**src/rtl/fsm16bit_op_sequencer_pkg.sv**
```systemverilog
// rtl/fsm16bit_op_sequencer_pkg.sv - shared encodings and command word for the op sequencer
// Contents: op codes (OP_LOAD/OP_ARITH/OP_ROT/OP_NOP), FSM states (S_IDLE/S_ISSUE),
//           packed command word seq_cmd_t (CMD_W = 11 bits: op, dir, value, repeat).
package fsm16bit_op_sequencer_pkg;

    localparam logic [1:0] OP_LOAD  = 2'b00;
    localparam logic [1:0] OP_ARITH = 2'b01;
    localparam logic [1:0] OP_ROT   = 2'b10;
    localparam logic [1:0] OP_NOP   = 2'b11;

    typedef enum logic {
        S_IDLE  = 1'b0,
        S_ISSUE = 1'b1
    } seq_state_t;

    typedef struct packed {
        logic [1:0] op;
        logic       dir;
        logic [3:0] value;
        logic [3:0] rpt;     // issue count minus one
    } seq_cmd_t;

    localparam int CMD_W = $bits(seq_cmd_t);

    // NOP slots occupy time on the bus but never strobe the counter.
    function automatic logic op_updates_counter(input logic [1:0] op);
        return op != OP_NOP;
    endfunction

endpackage

```
**src/rtl/seq_cmd_fifo.sv**
```systemverilog
// rtl/seq_cmd_fifo.sv - DEPTH-entry first-word-fall-through command FIFO
// Ports: clock, reset (async, active-low), push, wdata, pop, rdata (head entry), full, empty.
// Pushes when full and pops when empty are ignored; pointers wrap modulo DEPTH.
module seq_cmd_fifo #(
    parameter int DEPTH = 4,
    parameter int PTR_W = 2,
    parameter int WIDTH = 11
) (
    input  logic             clock,
    input  logic             reset,
    input  logic             push,
    input  logic [WIDTH-1:0] wdata,
    input  logic             pop,
    output logic [WIDTH-1:0] rdata,
    output logic             full,
    output logic             empty
);

    logic [WIDTH-1:0] mem [DEPTH];
    logic [PTR_W-1:0] wr_ptr;
    logic [PTR_W-1:0] rd_ptr;
    logic [PTR_W:0]   count;
    logic             do_push;
    logic             do_pop;

    // Full blocks a push even when a pop happens on the same edge.
    assign do_push = push & ~full;
    assign do_pop  = pop & ~empty;

    assign full  = (count == (PTR_W+1)'(DEPTH));
    assign empty = (count == '0);
    assign rdata = mem[rd_ptr];

    always_ff @(posedge clock) begin
        if (do_push) begin
            mem[wr_ptr] <= wdata;
        end
    end

    always_ff @(posedge clock or negedge reset) begin
        if (!reset) begin
            wr_ptr <= '0;
            rd_ptr <= '0;
            count  <= '0;
        end else begin
            if (do_push) begin
                wr_ptr <= wr_ptr + PTR_W'(1);
            end
            if (do_pop) begin
                rd_ptr <= rd_ptr + PTR_W'(1);
            end
            case ({do_push, do_pop})
                2'b10:   count <= count + (PTR_W+1)'(1);
                2'b01:   count <= count - (PTR_W+1)'(1);
                default: count <= count;
            endcase
        end
    end

endmodule

```
**src/rtl/fsm16bit_op_sequencer.sv**
```systemverilog
// rtl/fsm16bit_op_sequencer.sv - queues keypress op commands and drives the 16-bit counter's control inputs
// Ports: clock, reset (async, active-low); command in: cmd_valid/cmd_ready, cmd_op, cmd_dir, cmd_value,
//        cmd_repeat; hold; counter out: ctr_enable, ctr_check, ctr_mode, ctr_direction, ctr_value;
//        status: busy, done.
// Optional SEQ_OVF_FLAG_EN: adds ovf_clr input and sticky ovf output (set on a refused command).
module fsm16bit_op_sequencer
    import fsm16bit_op_sequencer_pkg::*;
#(
    parameter int DEPTH = 4,
    parameter int PTR_W = 2
) (
    input  logic       clock,
    input  logic       reset,
    input  logic       cmd_valid,
    output logic       cmd_ready,
    input  logic [1:0] cmd_op,
    input  logic       cmd_dir,
    input  logic [3:0] cmd_value,
    input  logic [3:0] cmd_repeat,
    input  logic       hold,
    output logic       ctr_enable,
    output logic       ctr_check,
    output logic       ctr_mode,
    output logic       ctr_direction,
    output logic [3:0] ctr_value,
    output logic       busy,
    output logic       done
`ifdef SEQ_OVF_FLAG_EN
    ,
    input  logic       ovf_clr,
    output logic       ovf
`endif
);

    logic             fifo_full;
    logic             fifo_empty;
    logic [CMD_W-1:0] fifo_rdata;
    seq_cmd_t         head;

    seq_state_t       state_q, state_d;
    logic [3:0]       rep_q, rep_d;   // slots still to issue after the one on the bus
    logic             slot_q, slot_d; // a slot (possibly NOP) occupies the bus this cycle
    logic             last_d;
    logic             load;           // pop head and start it on the next cycle
    logic [1:0]       op_q, op_d;

    assign cmd_ready = ~fifo_full;
    assign head      = seq_cmd_t'(fifo_rdata);

    seq_cmd_fifo #(
        .DEPTH (DEPTH),
        .PTR_W (PTR_W),
        .WIDTH (CMD_W)
    ) u_fifo (
        .clock (clock),
        .reset (reset),
        .push  (cmd_valid),
        .wdata ({cmd_op, cmd_dir, cmd_value, cmd_repeat}),
        .pop   (load),
        .rdata (fifo_rdata),
        .full  (fifo_full),
        .empty (fifo_empty)
    );

    assign busy = (state_q == S_ISSUE) | ~fifo_empty;

    // Output registers describe the slot on the bus in the following cycle, so
    // every decision here is made one edge ahead. hold sampled at an edge
    // keeps the following cycle empty; a slot already on the bus still lands.
    always_comb begin
        state_d = state_q;
        rep_d   = rep_q;
        slot_d  = 1'b0;
        last_d  = 1'b0;
        load    = 1'b0;
        case (state_q)
            S_IDLE: begin
                if (!fifo_empty && !hold) begin
                    load = 1'b1;
                end
            end
            S_ISSUE: begin
                if (slot_q && rep_q == 4'd0) begin
                    // Final slot of this command is on the bus: chain the next one
                    // without a bubble, or fall back to idle.
                    if (!fifo_empty && !hold) begin
                        load = 1'b1;
                    end else begin
                        state_d = S_IDLE;
                    end
                end else if (!hold) begin
                    rep_d  = rep_q - 4'd1;
                    slot_d = 1'b1;
                    last_d = (rep_q == 4'd1);
                end
            end
            default: state_d = S_IDLE;
        endcase
        if (load) begin
            state_d = S_ISSUE;
            rep_d   = head.rpt;
            slot_d  = 1'b1;
            last_d  = (head.rpt == 4'd0);
        end
    end

    assign op_d = load ? head.op : op_q;

    always_ff @(posedge clock or negedge reset) begin
        if (!reset) begin
            state_q <= S_IDLE;
            rep_q   <= 4'd0;
            slot_q  <= 1'b0;
            op_q    <= OP_NOP;
        end else begin
            state_q <= state_d;
            rep_q   <= rep_d;
            slot_q  <= slot_d;
            op_q    <= op_d;
        end
    end

    // Control fields only change when a counter-updating command starts, so
    // they stay stable across the command and through idle/NOP periods.
    always_ff @(posedge clock or negedge reset) begin
        if (!reset) begin
            ctr_enable    <= 1'b0;
            ctr_check     <= 1'b0;
            ctr_mode      <= 1'b0;
            ctr_direction <= 1'b0;
            ctr_value     <= 4'd0;
            done          <= 1'b0;
        end else begin
            ctr_enable <= slot_d & op_updates_counter(op_d);
            done       <= last_d;
            if (load && op_updates_counter(head.op)) begin
                ctr_check     <= (head.op != OP_LOAD);
                ctr_mode      <= (head.op == OP_ROT);
                ctr_direction <= head.dir;
                ctr_value     <= head.value;
            end
        end
    end

`ifdef SEQ_OVF_FLAG_EN
    always_ff @(posedge clock or negedge reset) begin
        if (!reset) begin
            ovf <= 1'b0;
        end else if (ovf_clr) begin
            ovf <= 1'b0;
        end else if (cmd_valid && !cmd_ready) begin
            ovf <= 1'b1;
        end
    end
`endif

endmodule

```
**config.mk**
```make
export PLATFORM = sky130hd
export DESIGN_NAME = fsm16bit_op_sequencer
export DESIGN_NICKNAME = d
export VERILOG_FILES = /design/src/rtl/fsm16bit_op_sequencer_pkg.sv /design/src/rtl/seq_cmd_fifo.sv /design/src/rtl/fsm16bit_op_sequencer.sv
export SDC_FILE = /design/constraint.sdc
export NUM_CORES = 1
export LEC_CHECK = 0
export CAP_MARGIN = 20
export CORE_MARGIN = 2
export CORE_UTILIZATION = 50
export CTS_BUF_LIST = sky130_fd_sc_hd__clkbuf_4
export DETAILED_ROUTE_END_ITERATION = 16
export HOLD_SLACK_MARGIN = 0.1
export PLACE_DENSITY = 0.79
export SYNTH_ARGS = -nofsm -noshare
export SYNTH_HDL_FRONTEND = slang
export SYNTH_HIERARCHICAL = 1
export SYNTH_SLANG_ARGS = --single-unit
export TNS_END_PERCENT = 20
```
**constraint.sdc**
```tcl
create_clock -name clock -period 3.2 [get_ports clock]
set_input_delay 0.64 -clock clock [delete_from_list [all_inputs] [get_ports clock]]
set_output_delay 0.64 -clock clock [all_outputs]
set_load 0.01 [all_outputs]
```
# --- Word level (Yosys, flattened, before mapping) ---
# Memories as Yosys holds them, arrays and structs flattened.
# Cells that the tools add are included.
# Widths: inputs -> output; s select.
op_classes:
  n_reduce_logical: 12
  eq_ne: 9
  bitwise_logic: 7
  muxes: 22
  add_sub_neg: 5
op_table:
  columns: ["operator", "n"]
  rows:
  - ["$mux 4", 4]
  - ["$mux 1", 15]
  - ["$logic_not 4->1", 2]
  - ["$ne 2x2->1 const B", 3]
  - ["$pmux 3 s2", 1]
  - ["$reduce_bool 2->1", 3]
  - ["$add 2x1->2 const B", 2]
  - ["$eq 2x2->1 const B", 2]
  - ["$eq 4x1->1 const B", 1]
  - ["$sub 4x1->4 const B", 1]
  - ["$add 3x1->3 const B", 1]
  - ["$and 1x1->1", 3]
  - ["$eq 3x3->1 const B", 1]
  - ["$logic_and 1x1->1", 3]
  - ["$logic_not 3->1", 1]
  - ["$not 1->1", 3]
  - ["$reduce_and 3->1", 1]
  - ["$sub 3x1->3 const B", 1]
  - ["$eq 2x1->1 const B", 1]
  - ["$logic_not 1->1", 2]
  - ["$mux 2", 1]
  - ["$ne 2x1->1 const B", 1]
  - ["$pmux 1 s2", 1]
  - ["$or 1x1->1", 1]
totals:
  output_inout_bits: 11
  register_bits: 24
  elab_cells: 69
  mem_count: 1
  ramBits: 44
  input_bits: 15
memory_table:
  columns: ["name", "depth", "word_bits", "read_ports", "rd_clocked_by_memory_dff", "wr", "line_no", "text"]
  rows:
  - ["u_fifo.mem", 4, 11, 1, 0, 1, "seq_cmd_fifo.sv:19", "logic [WIDTH-1:0] mem [DEPTH];"]

# --- Longest topological paths before layout ---
# Gate-level depths: netlist of the first run.
depth:
  word_depth: 9
  mapped_depth: 12
  ltp_nobuf: 11

# --- Hierarchy ---
# The synthesis of the first run kept the hierarchy.
by_module_without_submodules:
  columns: ["mod", "cells_per_inst", "seq_area_each_um2", "area_each_um2", "n_inst"]
  rows:
  - ["seq_cmd_fifo", 94, 1496.4, 2031.9, 1]
  - ["fsm16bit_op_sequencer", 78, 427.9, 943.4, 1]

# --- Worst setup path before layout of the first run ---
# OpenSTA, ideal clock, no wires.
synth_timing:
  path_kind: "reg-to-reg"
  from: "register rep_q[0]"
  to: "register u_fifo.count[2]"
  stages_incl_launch_ff: 13
  arrival_ps: 2283
  period_less_slack_ps: 2362
  slack_ps: 838
  cell_sequence: "dfrtp_1 > inv_1 > ha_1 > nand4bb_1 > buf_6 > a21boi_4 > o31a_2 > ha_1 > inv_1 > fa_1 > xor2_1 > nor2_1 > xor2_1"
synth_via:
  elab_chain_cells: 7
  elab_cells_between_ends: 9
  cone_classes: "2 x eq/ne; 3 x mux; 1 x bitwise; 3 x reduce/logical"
synth_rtl:
  columns: ["item", "line_no", "text"]
  rows:
  - ["from (decl)", "fsm16bit_op_sequencer.sv:41", "logic [3:0] rep_q, rep_d;"]
  - ["from (signal assigned)", "fsm16bit_op_sequencer.sv:117", "rep_q <= rep_d;"]
  - ["$logic_not 4->1 (*)", "fsm16bit_op_sequencer.sv:83", "if (slot_q && rep_q == 4'd0) begin"]
  - ["$logic_and 1x1->1 (*)", "fsm16bit_op_sequencer.sv:83", null]
  - ["$mux 1 (*)", "fsm16bit_op_sequencer.sv:83", null]
  - ["$pmux 1 s2 (*)", "fsm16bit_op_sequencer.sv:76", "case (state_q)"]
  - ["via load", "fsm16bit_op_sequencer.sv:44", "logic load;"]
  - ["$and 1x1->1 (*)", "seq_cmd_fifo.sv:28", "assign do_pop = pop & ~empty;"]
  - ["via u_fifo.do_pop", "seq_cmd_fifo.sv:24", "logic do_pop;"]
  - ["$eq 2x1->1 / $eq 2x2->1 (equally long branches)", "seq_cmd_fifo.sv:52", "case ({do_push, do_pop})"]
  - ["$pmux 3 s2 / $reduce_bool 2->1 (equally long branches)", null, null]
  - ["to (signal assigned)", "seq_cmd_fifo.sv:53", "2'b10: count <= count + (PTR_W+1)'(1);"]
  - ["to (signal assigned)", "seq_cmd_fifo.sv:54", "2'b01: count <= count - (PTR_W+1)'(1);"]
  - ["to (signal assigned)", "seq_cmd_fifo.sv:55", "default: count <= count;"]
  - ["to (decl)", "seq_cmd_fifo.sv:22", "logic [PTR_W:0] count;"]
# Mark *: on every way through the listed nets, which the timed path passes. The rest lies on a longest branch.
# A chain may end at the register's enable or synchronous reset.

# --- Final worst setup path of the first run ---
layout_timing:
  from: "register u_fifo.count[0]"
  to: "output busy"
layout_via:
  elab_chain_cells: 3
layout_rtl:
  columns: ["item", "line_no", "text"]
  rows:
  - ["$logic_not 3->1", "seq_cmd_fifo.sv:31", "assign empty = (count == '0);"]
  - ["via fifo_empty", "fsm16bit_op_sequencer.sv:36", "logic fifo_empty;"]
  - ["$not 1->1", "fsm16bit_op_sequencer.sv:65", "assign busy = (state_q == S_ISSUE) | ~fifo_empty;"]
  - ["$or 1x1->1", "fsm16bit_op_sequencer.sv:65", null]
  - ["to (decl)", "fsm16bit_op_sequencer.sv:26", "output logic busy,"]
# The timed path passes the listed nets, and every way through them passes these cells.

==> impl_metrics.yaml, run 1 <==
job:
  max-cap-violations: 0
floorplanning:
  dieArea_sq_mm: 0.00658
  start_util: 0.509
  coreArea_sq_mm: 0.00585
  ioPinCount: 26
  die_y_um: 81.1
  fp.dieW_um: 81.1
  row_count: 28
clock_network:
  cts_tree: "built"
  clock_latency_ns: 0.40
  clk_pin_slew_ns: 0.12
  cts_htree_levels: 3
  cts_hold_buf: 0
  cts_setup_buffers: 0
  cts_sinks: 68
  cts_root_buf: "clkbuf_4"
  clockBufferDepth: 2
  cts_resized: 0
  cts_buffers: 9
timing:
  setup_viol: 0
  clock.fmax_mhz: 377
  fin_crit_sh: 0.829
  worst_pin_slew_ns: 0.607
  slew_headroom: 0.595
  rsz0062_at_grt: "false"
  holdWs_ns: 0.529
  timing.final.crit_period_ns: 2.65
  skew_ns: 0.0182
  maxSlewViolCount: 0
  hold_violations: 0
  finalSetupTns_ns: 0
routing:
  ant_nets: 0
  wirelength_mm: 4.73
  first_pass_iters: 4
  vias: 1552
  routedWlPerCell_um: 16.4
  drc: 0
  drt-initial-drc-count: 109
  vias_per_cell: 5.39
pwr:
  power_frac_comb: 0.337
  p_per_area_mw_per_mm2: 909
  p_leak_nw: 1.32
  switching_share: 0.308
  p_int_w: 0.00220
  pwr-share-clk: 0.223
  vdd.ir_drop.worst_v: 0.000662
  seqPwrFrac: 0.440
  power.switching_w: 0.000981
logic_synthesis:
  post_synth_num_cell_types: 47
  syn_area_per_cell_sq_um: 17.3
  synth_cells: 172
  synth_edf_count: 44
  yosysWarnings: 6
  async_flop_share: 0.353
  synth_ff_type: "edfxtp_1"
  syn_area_sq_mm: 0.00298
  ys_seq_elements: 68
  ys_seq_area_frac: 0.647
  synth_nets: 196
layout:
  final_nets: 232
  final_cell_area_sq_mm: 0.00350
  fillers: 438
  final_util: 0.598
  antenna_cells: 0
  drive_above_1_share: 0.254
  syn_to_final_growth_pct: 17.7
global_route:
  grt_pass1_wl_mm: 7.53
  grt_overflow: 0
  track_usage: 0.163
  antenna_found_initial: 0
  grt_pass1_vias: 1528
  grt_start_max_net_pins: 25
critical_path:
  criticalPathCategory: "register to output port"
  reg2reg_slack_ns: 0.65
  crit_start: "u_fifo/count[0]"
  path_cells: "nor3_1 > buf_4 > nand2_1 > clkdlybuf4s50_1"
  rr_startpoint: "rep_q[0]"
  rr_worst_depth: 11
  cp.arrival_ns: 2.01
  slowest_delay_ns: 0.48
  critPathSlowestCell: "dfrtp_1"
  endpoint_kind: "output port"
  endpoint: "busy"
  cp-start-kind: "register"
  required_ns: 2.56
  cp_max_fo: 9
  r2r_end: "u_fifo/count[2]"
placed_design:
  place.detailed.hpwl_mm: 3.22
  port_buffers: 25
  dpl_cell_area_sq_mm: 0.00331
  gp_congestion: 0.775
min_path:
  hp-class: "register to register"
status:
  run_status: "complete, no violations"
## flip-flops by register name, indices dropped and copies added, names as in the netlist
| signal | cells |
|---|---|
| u_fifo/mem | 44 |
| ctr_value | 4 |
| rep_q | 4 |
| u_fifo/count | 3 |
| op_q | 2 |
| u_fifo/rd_ptr | 2 |
| u_fifo/wr_ptr | 2 |
| ctr_check | 1 |
| ctr_direction | 1 |
| ctr_enable | 1 |
| ctr_mode | 1 |
| done | 1 |
| slot_q | 1 |
| state_q | 1 |
## critical path, delay by kind of cell, from the launching register on
kind	cells	cell delay [ns]
flip-flops	1	0.48
buffers and inverters	2	0.72
AND/OR/NAND/NOR	2	0.41
## logic make-up after synthesis
logic type / after synthesis / share of synthesized area
XOR/XNOR: 6 / 0.0177
multiplexers: 20 / 0.126
flip-flops: 68 / 0.647
AND/OR/NAND/NOR: 27 / 0.0610
adder cells (fa/ha/maj): 9 / 0.0404
AO/OA/AOI/OAI: 21 / 0.0723
buffers and inverters: 21 / 0.0362
## through the flow
stage               instances  worst slack (ns)  power [W]
finish                    288             0.548    0.00318
global route              288             0.444    0.00338
CTS                       288             0.524    0.00322
detailed placement        272             0.361    0.00251
global placement          272             0.429    0.00247
floorplan                 172             0.838    0.00217
## layout make-up
type / instances / area, sq um / share of cell area
Tap cell: 75 / 93.8 / 0.0268
Clock buffer: 10 / 75.1 / 0.0214
Timing Repair Buffer: 31 / 295 / 0.0843
Clock inverter: 6 / 113 / 0.0322
Inverter: 15 / 56.3 / 0.0161
Sequential cell: 68 / 1920 / 0.550
Multi-Input combinational cell: 83 / 943 / 0.269
## Yosys cell counts (2+ instances only)
master	n	area [sq um]
nor3_1	4	20.0
ha_1	8	100
xor2_1	3	26.3
dfstp_2	2	52.6
a21oi_1	3	15.0
edfxtp_1	44	1320
nor2_1	7	26.3
xnor2_1	3	26.3
mux2_4	6	90.1
a211o_1	3	26.3
and2_2	4	30.0
buf_6	3	33.8
inv_1	14	52.6
mux4_2	10	225
dfrtp_1	22	551
nand2_1	3	11.3
buf_2	2	10.0
mux2_1	2	22.5
## layout by cell type (no fill, tap or decap), types with 2 or more instances in the layout
| master | Yosys | final |
|---|---|---|
| and2_2 | 4 | 4 |
| xnor2_1 | 3 | 3 |
| a21oi_1 | 3 | 3 |
| nor2_1 | 7 | 7 |
| xor2_1 | 3 | 3 |
| a211o_1 | 3 | 3 |
| clkbuf_4 | 0 | 10 |
| nand2_1 | 3 | 3 |
| clkinv_4 | 0 | 2 |
| buf_4 | 1 | 6 |
| inv_1 | 14 | 14 |
| dfstp_2 | 2 | 2 |
| bufinv_16 | 0 | 3 |
| mux2_4 | 6 | 6 |
| clkdlybuf4s50_1 | 0 | 25 |
| ha_1 | 8 | 8 |
| mux2_1 | 2 | 2 |
| edfxtp_1 | 44 | 44 |
| nor3_1 | 4 | 4 |
| mux4_2 | 10 | 10 |
| dfrtp_1 | 22 | 22 |
## worst min path at each step
| stage | end | cells after the start | startpoint |
|---|---|---|---|
| 2_1_floorplan | ctr_check | 0 | reset |
| 3_3_place_gp | ctr_value[0] | 1 | ctr_value[0] |
| 3_5_place_dp | ctr_value[1] | 1 | ctr_value[1] |
| 4_1_cts | ctr_value[3] | 1 | ctr_value[3] |
| 5_1_grt | ctr_value[3] | 1 | ctr_value[3] |
| 6_report | ctr_value[2] | 1 | ctr_value[2] |
## metal layers
layer / track usage / vias up / part of all wire
met5: 0 / - / 0
met4: 0.0763 / 0 / 0.020
met3: 0.0533 / 7 / 0.032
met2: 0.266 / 32 / 0.51
met1: 0.196 / 783 / 0.44
li1: - / 730 / -
## power groups by stage
stage          clock, W  combinational [W]  sequential [W]
5_1_grt        0.000760            0.00118         0.00143
3_3_place_gp          0            0.00106         0.00142
3_5_place_dp          0            0.00108         0.00142
6_report       0.000709            0.00107         0.00140
4_1_cts        0.000725            0.00109         0.00141
2_1_floorplan         0           0.000795         0.00138
Power figures use the tool's default switching activity.
==> inputs of run 2 (changes only) <==
- clock period: 3.2 -> 2.5 ns (I/O delays scaled with it)
==> impl_metrics.yaml, run 2 (synthesis gave the netlist of run 1 again) <==
status:
  run_status: "complete, no violations"
job:
  max-cap-violations: 0
timing:
  fin_crit_sh: 0.932
  timing.final.crit_period_ns: 2.33
  setup_viol: 0
  rsz0062_at_grt: "false"
  worst_pin_slew_ns: 0.461
  clock.fmax_mhz: 429
  holdWs_ns: 0.471
  slew_headroom: 0.685
  hold_violations: 0
  maxSlewViolCount: 0
  skew_ns: 0.0177
pwr:
  pwr-share-clk: 0.219
  p_per_area_mw_per_mm2: 1160
  vdd.ir_drop.worst_v: 0.000539
  total_power_w: 0.00413
  switching_share: 0.309
  seqPwrFrac: 0.422
  power.switching_w: 0.00127
  power_frac_comb: 0.358
  p_int_w: 0.00285
  p_leak_nw: 1.34
critical_path:
  cp-start-kind: "register"
  required_ns: 2.00
  cp_max_fo: 9
  cp.arrival_ns: 1.83
  endpoint_kind: "output port"
  slowest_delay_ns: 0.47
  criticalPathCategory: "register to output port"
  critPathSlowestCell: "clkdlybuf4s50_1"
  path_cells: "nor3_2 > buf_4 > nand2_1 > clkdlybuf4s50_1"
  rr_worst_depth: 11
clock_network:
  clock_latency_ns: 0.39
  cts_root_buf: "clkbuf_4"
  clk_pin_slew_ns: 0.11
  cts_htree_levels: 3
  cts_tree: "built"
  cts_sinks: 68
  cts_buffers: 9
  cts_setup_buffers: 0
  clockBufferDepth: 2
routing:
  drt-initial-drc-count: 53
  first_pass_iters: 4
  vias: 1581
  ant_nets: 0
  routedWlPerCell_um: 16.6
  drc: 0
  wirelength_mm: 4.87
  vias_per_cell: 5.40
layout:
  final_util: 0.606
  largest_reg_flops: 44
  final_common_cell: "edfxtp_1"
  final_nets: 237
  syn_to_final_growth_pct: 19.1
  drive_above_1_share: 0.280
  antenna_cells: 0
  final_cell_mix: "edfxtp_1, clkdlybuf4s50_1, dfrtp_1"
  top_register: "u_fifo/mem"
  reg_top3: "u_fifo/mem x44, ctr_value x4, rep_q x4"
global_route:
  grt_start_max_net_pins: 25
  antenna_found_initial: 0
  grt_pass1_vias: 1591
  grt_pass1_wl_mm: 7.95
  grt_overflow: 0
  track_usage: 0.170
placed_design:
  place.detailed.hpwl_mm: 3.37
  port_buffers: 25
  gp_congestion: 0.807
min_path:
  hp-class: "input port to async pin"
floorplanning:
  ioPinCount: 26
  coreArea_sq_mm: 0.00585
  dieArea_sq_mm: 0.00658
  start_util: 0.509
  die_y_um: 81.1
  fp.dieW_um: 81.1
  row_count: 28
[run 2: cell count changes in the layout (fill, tap and decap cells not counted)]
cell | before | now
buf_4 | 6 | 11
clkinvlp_4 | 0 | 2
inv_2 | 1 | 2
clkinv_2 | 1 | 0
inv_1 | 14 | 13
nor3_2 | 0 | 1
clkinv_4 | 2 | 1
nor3_1 | 4 | 3
[run 2: path summary, 6_finish.rpt]
kind,startpoint,end,slack (ns)
max,u_fifo/count[2],busy,0.17
min,reset,u_fifo/count[2],0.47
max reg2reg,rep_q[1],u_fifo/count[2],0.21
min reg2reg,ctr_value[2],ctr_value[2],0.53
max in group asynchronous,reset,op_q[1],1.73
min in group clock,ctr_value[2],ctr_value[2],0.53
[run 2: metrics by stage]
stage	setup TNS, ns	cell area [sq um]	worst slack (ns)	std cells
final	0	3540	0.170	293
after global routing	0	3540	0.00867	293
after CTS	0	3540	0.00881	293
after detailed placement	-0.0348	3350	-0.0348	277
after global placement	0	3350	0.0396	277
after floorplan	0	2980	0.138	172
[run 2: repair_timing]
action	4_1_cts	5_1_grt
endpoints found under the setup margin	0	2
gates resized for setup	0	2
hold buffers	0	0
[run 2: power by group through the flow]
stage	Combinational [W]	Clock, W	Sequential (W)
after detailed placement	0.00149	0	0.00176
final	0.00148	0.000906	0.00174
after floorplan	0.00102	0	0.00177
after global routing	0.00162	0.000991	0.00178
after global placement	0.00145	0	0.00175
after CTS	0.00149	0.000931	0.00174
[run 2: metal layers]
layer / GRT usage / routed length [um]
met2: 0.285 / 2550
met4: 0.0644 / 19
met5: 0 / 0
met3: 0.0511 / 281
met1: 0.209 / 2020
[run 2: final cells by class]
class | instances | area, sq um
clock inverter | 6 | 114
tap | 75 | 93.8
sequential | 68 | 1920
clock buffer | 10 | 75.1
timing repair buffer | 36 | 333
multi-input combinational | 83 | 948
inverter | 15 | 56.3
fill | 445 | 2310
[run 2: worst max-delay path: cells and delay by family (launching register included)]
kind	cells	cell delay (ns)
AND/OR/NAND/NOR	2	0.31
buffers and inverters	2	0.68
flip-flops	1	0.45
==> inputs of run 3 (changes only) <==
- CORE_MARGIN: 2 -> unset
==> impl_metrics.yaml, run 3 (synthesis gave the netlist of run 1 again) <==
global_route:
  grt_pass1_wl_mm: 8.09
  antenna_found_initial: 0
  grt_pass1_vias: 1627
  grt_start_max_net_pins: 25
  track_usage: 0.182
  grt_overflow: 0
routing:
  wirelength_mm: 5.00
  vias_per_cell: 5.50
  first_pass_iters: 4
  ant_nets: 0
  vias: 1589
  routedWlPerCell_um: 17.3
  drc: 0
  drt-initial-drc-count: 62
floorplanning:
  ioPinCount: 26
  dieArea_sq_mm: 0.00626
  die_y_um: 79.1
  row_count: 27
  coreArea_sq_mm: 0.00561
  fp.dieW_um: 79.1
  start_util: 0.531
timing:
  slew_headroom: 0.759
  setup_viol: 0
  fin_crit_sh: 0.955
  timing.final.crit_period_ns: 2.39
  rsz0062_at_grt: "false"
  skew_ns: 0.0157
  maxSlewViolCount: 0
  finalSetupTns_ns: 0
  clock.fmax_mhz: 419
  hold_violations: 0
  worst_pin_slew_ns: 0.352
critical_path:
  cp-start-kind: "register"
  path_cells: "nor3_2 > buf_4 > nand2_1 > clkdlybuf4s50_1"
  critical-path-top-delay-family: "buffers and inverters"
  critPathSlowestCell: "dfrtp_1"
  criticalPathCategory: "register to output port"
  endpoint_kind: "output port"
  worst-path-buf-inv: 2
  cp.arrival_ns: 1.89
  required_ns: 2.00
  slowest_delay_ns: 0.48
  cp_max_fo: 9
clock_network:
  cts_hold_buf: 0
  clk_pin_slew_ns: 0.12
  cts_setup_buffers: 0
  cts_sinks: 68
  cts_buffers: 9
  clock_latency_ns: 0.41
  cts_root_buf: "clkbuf_4"
  cts_htree_levels: 3
  clockBufferDepth: 2
  cts_tree: "built"
  cts_resized: 1
pwr:
  switching_share: 0.312
  p_leak_nw: 1.35
  vdd.ir_drop.worst_v: 0.000656
  pwr-share-clk: 0.221
  power.switching_w: 0.00129
  power_frac_comb: 0.350
  seqPwrFrac: 0.430
  p_int_w: 0.00284
  total_power_w: 0.00413
  p_per_area_mw_per_mm2: 1170
placed_design:
  gp_congestion: 0.843
  port_buffers: 25
  place.detailed.hpwl_mm: 3.41
min_path:
  hp-class: "input port to async pin"
status:
  run_status: "complete, no violations"
job:
  max-cap-violations: 0
layout:
  reg_top3: "u_fifo/mem x44, ctr_value x4, rep_q x4"
  final_common_cell: "edfxtp_1"
  final_cell_mix: "edfxtp_1, clkdlybuf4s50_1, dfrtp_1"
  antenna_cells: 0
  final_nets: 236
  largest_reg_flops: 44
  drive_above_1_share: 0.272
  syn_to_final_growth_pct: 18.7
  top_register: "u_fifo/mem"
-- run 3: power groups by stage --
| stage | logic, W | clock network (W) | registers, W |
|---|---|---|---|
| after floorplan | 0.00102 | 0 | 0.00177 |
| after global placement | 0.00142 | 0 | 0.00178 |
| after detailed placement | 0.00146 | 0 | 0.00180 |
| after CTS | 0.00147 | 0.000930 | 0.00178 |
| after global routing | 0.00157 | 0.000986 | 0.00182 |
| final | 0.00144 | 0.000912 | 0.00178 |
-- run 3: area by class of cell --
cell class              instances  area [sq um]
inverters                      15          56.3
fillers                       418          2080
clock buffers                  10          75.1
well taps                      72          90.1
clock inverters                 6           113
multi-input cells              83           948
flip-flops and latches         68          1920
repair buffers                 35           325
-- run 3: path summary, 6_finish.rpt --
path                                 startpoint              end  cells past startpoint  slack [ns]
min in group clock                 ctr_value[1]     ctr_value[1]                      1        0.53
worst min register to register     ctr_value[1]     ctr_value[1]                      1        0.53
worst max-delay path            u_fifo/count[0]             busy                      4        0.11
worst min-delay path                      reset     ctr_value[2]                      2        0.44
max in group asynchronous                 reset          op_q[0]                      2        1.75
worst max register to register         rep_q[0]  u_fifo/count[2]                     11        0.16
-- run 3: worst register-to-register path: cells and delay by family (launching register included) --
family                     cells  cell delay, ns
DFF                            1            0.41
xor gates and xnor gates       2            0.30
buffers and inverters          2            0.18
and+or+nand+nor                2            0.30
AOI/OAI and AO/OA              2            0.38
adders and majority gates      3            0.71
-- run 3: per-stage QoR --
step                setup WS, ns  instance area (sq um)   util  cells  hold WS [ns]
finish                     0.113                   3530  0.630    289         0.445
detailed placement       0.00130                   3340  0.595    273         0.495
CTS                       0.0689                   3530  0.630    289         0.437
floorplan                  0.138                   2980      -    172         0.204
global route              0.0121                   3530  0.630    289         0.451
global placement          0.0447                   3340  0.595    273         0.503
-- run 3: metal layers --
layer | up-vias | share of wire | track usage
li1 | 744 | - | -
met3 | 8 | 0.036 | 0.0471
met2 | 32 | 0.50 | 0.292
met5 | - | 0 | 0
met4 | 0 | 0.020 | 0.0982
met1 | 805 | 0.45 | 0.226
